<file path="src/rtl/ifetch_unit.sv">
// Instruction fetch unit: issues a memory read for pc_in, captures the word into ir and offers pc_next.
// Optional memory-wait timeout enabled by defining IFETCH_TIMEOUT_EN.
module ifetch_unit #(
    parameter int unsigned TIMEOUT_CYCLES = 16
) (
    input  logic        clk,
    input  logic        reset,
    input  logic [15:0] pc_in,
    input  logic        fetch_req,
    output logic [15:0] mem_addr,
    output logic        mem_rd,
    input  logic [15:0] mem_rdata,
    input  logic        mem_ready,
    output logic [15:0] ir,
    output logic        ir_valid,
    input  logic        ir_take,
    output logic [15:0] pc_next,
    output logic        busy,
    output logic        fetch_err
);

    typedef enum logic [1:0] {
        IDLE = 2'd0,
        READ = 2'd1,
        HOLD = 2'd2
    } state_t;

    state_t      state, state_nx;
    logic [15:0] addr_r;
    logic [15:0] ir_r;
    logic [15:0] pc_next_r;
    logic        accept;
    logic        capture;
    logic        timeout;

`ifdef IFETCH_TIMEOUT_EN
    localparam int unsigned TW = (TIMEOUT_CYCLES > 1) ? $clog2(TIMEOUT_CYCLES) : 1;
    localparam logic [TW-1:0] TLAST = TW'(TIMEOUT_CYCLES - 1);

    logic [TW-1:0] tcount;
    logic          err_r;
`endif

    always_ff @(posedge clk) begin
        if (reset) begin
            state <= IDLE;
        end else begin
            state <= state_nx;
        end
    end

    always_comb begin
        state_nx = state;
        accept   = 1'b0;
        capture  = 1'b0;
        timeout  = 1'b0;
        case (state)
            IDLE: begin
                if (fetch_req) begin
                    accept   = 1'b1;
                    state_nx = READ;
                end
            end
            READ: begin
                // mem_ready wins over an expiring timeout in the same cycle
                if (mem_ready) begin
                    capture  = 1'b1;
                    state_nx = HOLD;
                end
`ifdef IFETCH_TIMEOUT_EN
                else if (tcount == TLAST) begin
                    timeout  = 1'b1;
                    state_nx = IDLE;
                end
`endif
            end
            HOLD: begin
                if (ir_take) begin
                    if (fetch_req) begin
                        accept   = 1'b1;
                        state_nx = READ;
                    end else begin
                        state_nx = IDLE;
                    end
                end
            end
            default: state_nx = IDLE;
        endcase
    end

    always_ff @(posedge clk) begin
        if (reset) begin
            addr_r    <= '0;
            ir_r      <= '0;
            pc_next_r <= '0;
        end else begin
            if (accept) begin
                addr_r <= pc_in;
            end
            if (capture) begin
                ir_r      <= mem_rdata;
                pc_next_r <= addr_r + 16'd1;
            end
        end
    end

`ifdef IFETCH_TIMEOUT_EN
    always_ff @(posedge clk) begin
        if (reset) begin
            tcount <= '0;
            err_r  <= 1'b0;
        end else begin
            if (accept) begin
                tcount <= '0;
            end else if (state == READ && !mem_ready) begin
                tcount <= tcount + 1'b1;
            end
            if (accept) begin
                err_r <= 1'b0;
            end else if (timeout) begin
                err_r <= 1'b1;
            end
        end
    end

    assign fetch_err = err_r;
`else
    assign fetch_err = 1'b0;
`endif

    assign mem_addr = addr_r;
    assign mem_rd   = (state == READ);
    assign busy     = (state == READ);
    assign ir       = ir_r;
    assign ir_valid = (state == HOLD);
    assign pc_next  = pc_next_r;

endmodule

</file>
<file path="config.mk">
export PLATFORM = sky130hd
export DESIGN_NAME = ifetch_unit
export DESIGN_NICKNAME = d
export VERILOG_FILES = /design/src/rtl/ifetch_unit.sv
export SDC_FILE = /design/constraint.sdc
export NUM_CORES = 1
export LEC_CHECK = 0
export ABC_AREA = 1
export CORE_MARGIN = 3
export CORE_UTILIZATION = 25
export DETAILED_ROUTE_END_ITERATION = 10
export PLACE_DENSITY = 0.52
export SLEW_MARGIN = 20
export SYNTH_ARGS = -nofsm -noshare
export SYNTH_HDL_FRONTEND = slang
export SYNTH_SLANG_ARGS = --single-unit
</file>
<file path="constraint.sdc">
create_clock -name clk -period 4.1 [get_ports clk]
set_clock_uncertainty 0.1 [all_clocks]
set_input_delay 0.615 -clock clk [delete_from_list [all_inputs] [get_ports clk]]
set_output_delay 0.615 -clock clk [all_outputs]
set_load 0.01 [all_outputs]
</file>
==> flow_metrics.tcl <==
set metrics [dict create \
    routed-via-count 2065 \
    synth-edff-count 0 \
    chipWidth_um 100 \
    syn_to_final_growth_pct 46.8 \
    grt_pass1_vias 1935 \
    coreArea_sq_um 8380 \
    fin_nets 417 \
    setup_viol_count_final 0 \
    min_path_type "flip-flop to flip-flop" \
    worstSetupEndpointType "flip-flop" \
    path_max_fanout 28 \
    cts_setup_buffers 0 \
    synth_cell_types 29 \
    r2r_setup_slack_ns 2.32 \
    synth_most_common_cell "nor2_1" \
    cts.hold.buffers_added 0 \
    avgSynthCellArea_sq_um 7.44 \
    irDropWorstVdd_mv 0.146 \
    period_share_pct 54.4 \
    n_antenna_cell 0 \
    postRouteAntennaNets 0 \
    max_cap_viol_count 0 \
    status "finished clean" \
    cts_tree "yes" \
    synth_seq_cells 50 \
    clk_path_buf_depth 2 \
    yosys-top-cells-count "61 x nor2_1, 50 x dfxtp_1, 35 x nand2_1" \
    syn-num-nets 335 \
    netlist_instances 297 \
    antenna_found_initial 0 \
    critPathArrivalTime_ns 2.38 \
    grt_first_pass_wirelength_mm 9.52 \
    cts_sinks 50 \
    fillers 887 \
    cts_root_buf "clkbuf_8" \
    worstPathRequired_ns 4.25 \
    relSlewSlack_pct 47.7 \
    post-place-ws_ns 1.57 \
    cts_max_level 2 \
    hold_viol_final 0 \
    dp_hpwl_mm 4.48 \
    drc 0 \
    crit_type "primary input to flip-flop" \
    yosysSeqAreaShare_pct 45.3 \
    numCtsBuffers 5 \
    globalplace.congestion 0.773 \
    utilization_pct 38.7 \
    port_buffers 87 \
    start_util_pct 26.4 \
    dr.pass1.iters 4 \
    fin_ws_ns 1.87 \
    wirelength_mm 5.96 \
    viasPerCell 4.27 \
    yosysTopAreaCell "dfxtp_1" \
    fin_crit_ns 2.23 \
    fp-row-count 33 \
    drive_gt1_share_pct 6.33 \
    path_clk_slew_ns 0.09 \
    startpoint_type "primary input" \
    setup_tns_ns 0 \
    die_area_sq_um 10000 \
    grt_use_total_pct 11.8 \
    holdWs_ns 0.371 \
    yosys.area.top_type_share_pct 45.3 \
    drv_slew 0 \
    grt_setup_unrepaired "no" \
    wire_per_inst_um 12.3 \
    tightestPinTransition_ns 0.783 \
    grt_overflow 0 \
    synthTopCellsByArea "dfxtp_1 45%, nor2_1 10%, o21ai_0 7.7%" \
    yosysWarnings 0 \
    grt_max_degree 31 \
    fmax_mhz 448 \
    p_leak_nw 1.36 \
    async_flop_share_pct 0 \
    worstSkewPairLatency_ns 0.30 \
    synth_area_sq_um 2210 \
    pin_count 89 \
    synth_ff_type "dfxtp_1" \
    die_y_um 100 \
    p_per_area_nw_per_um2 340 \
    post_cts_resized 0 \
    drt_iter0_markers 63 \
]
-- logic make-up after synthesis --
group / Yosys count / synth area share (%)
AO/OA/AOI/OAI: 68 / 17.0
AND/OR/NAND/NOR: 121 / 24.1
buffers and inverters: 49 / 10.2
adder cells (fa/ha/maj): 1 / 0.566
flip-flops: 50 / 45.3
other: 1 / 0.170
XOR/XNOR: 7 / 2.77
-- report_power, final --
group          internal, W  total, W  switching, W
Sequential        0.000519  0.000550     0.0000313
Combinational     0.000117  0.000209     0.0000927
Clock             0.000180  0.000344      0.000164
-- cell usage in the layout (no fill, tap or decap), drive strengths merged --
cell type       n
a21oi          12
a31oi           1
buf             3
bufinv          1
clkbuf          5
clkdlybuf4s50  87
clkinv          1
conb            1
dfxtp          50
ha              1
inv            34
nand2          38
nand3          13
nand3b          1
nand4           3
nor2           66
o21a           10
o21ai          43
o21bai          2
xnor2           1
xor2            6
-- state kept, by name (all words and copies together), names as in the netlist --
| name | count |
|---|---|
| state | 2 |
| pc_next | 16 |
| ir | 16 |
| mem_addr | 16 |
-- cell type report --
class | instances | area [sq um] | share of cell area [%]
Timing Repair Buffer | 90 | 893 | 27.5
Inverter | 34 | 128 | 3.93
Sequential cell | 50 | 1000 | 30.8
Clock buffer | 5 | 68.8 | 2.12
Clock inverter | 2 | 38.8 | 1.20
Tap cell | 105 | 131 | 4.05
Multi-Input combinational cell | 198 | 985 | 30.3
-- stage by stage --
step,instances,area (sq um),power [W]
6_report,484,3250,0.00110
5_1_grt,484,3250,0.00116
4_1_cts,484,3250,0.00112
3_5_place_dp,477,3140,0.000773
3_3_place_gp,477,3140,0.000773
2_1_floorplan,297,2210,0.000653
-- worst paths after layout --
check / startpoint / to / cells after the start
max: reset / pc_next[6] / 6
max reg2reg: state[1] / pc_next[6] / 7
min reg2reg: pc_next[2] / pc_next[2] / 2
min: pc_next[2] / pc_next[2] / 2
-- critical path, cell delays in order --
cell and delay, ns:
clkdlybuf4s50_1 0.47, inv_1 0.61, buf_4 0.35, o21ai_0 0.12, o21bai_1 0.16, inv_1 0.06
-- layer usage --
layer / vias to the layer above / share of wire [%] / GRT usage [%]
li1: 1097 / - / -
met1: 904 / 50 / 16.8
met2: 59 / 43 / 17.9
met3: 5 / 5.6 / 2.36
met4: 0 / 1.1 / 3.73
met5: - / 0 / 0
(Power assumes the default switching activity.)
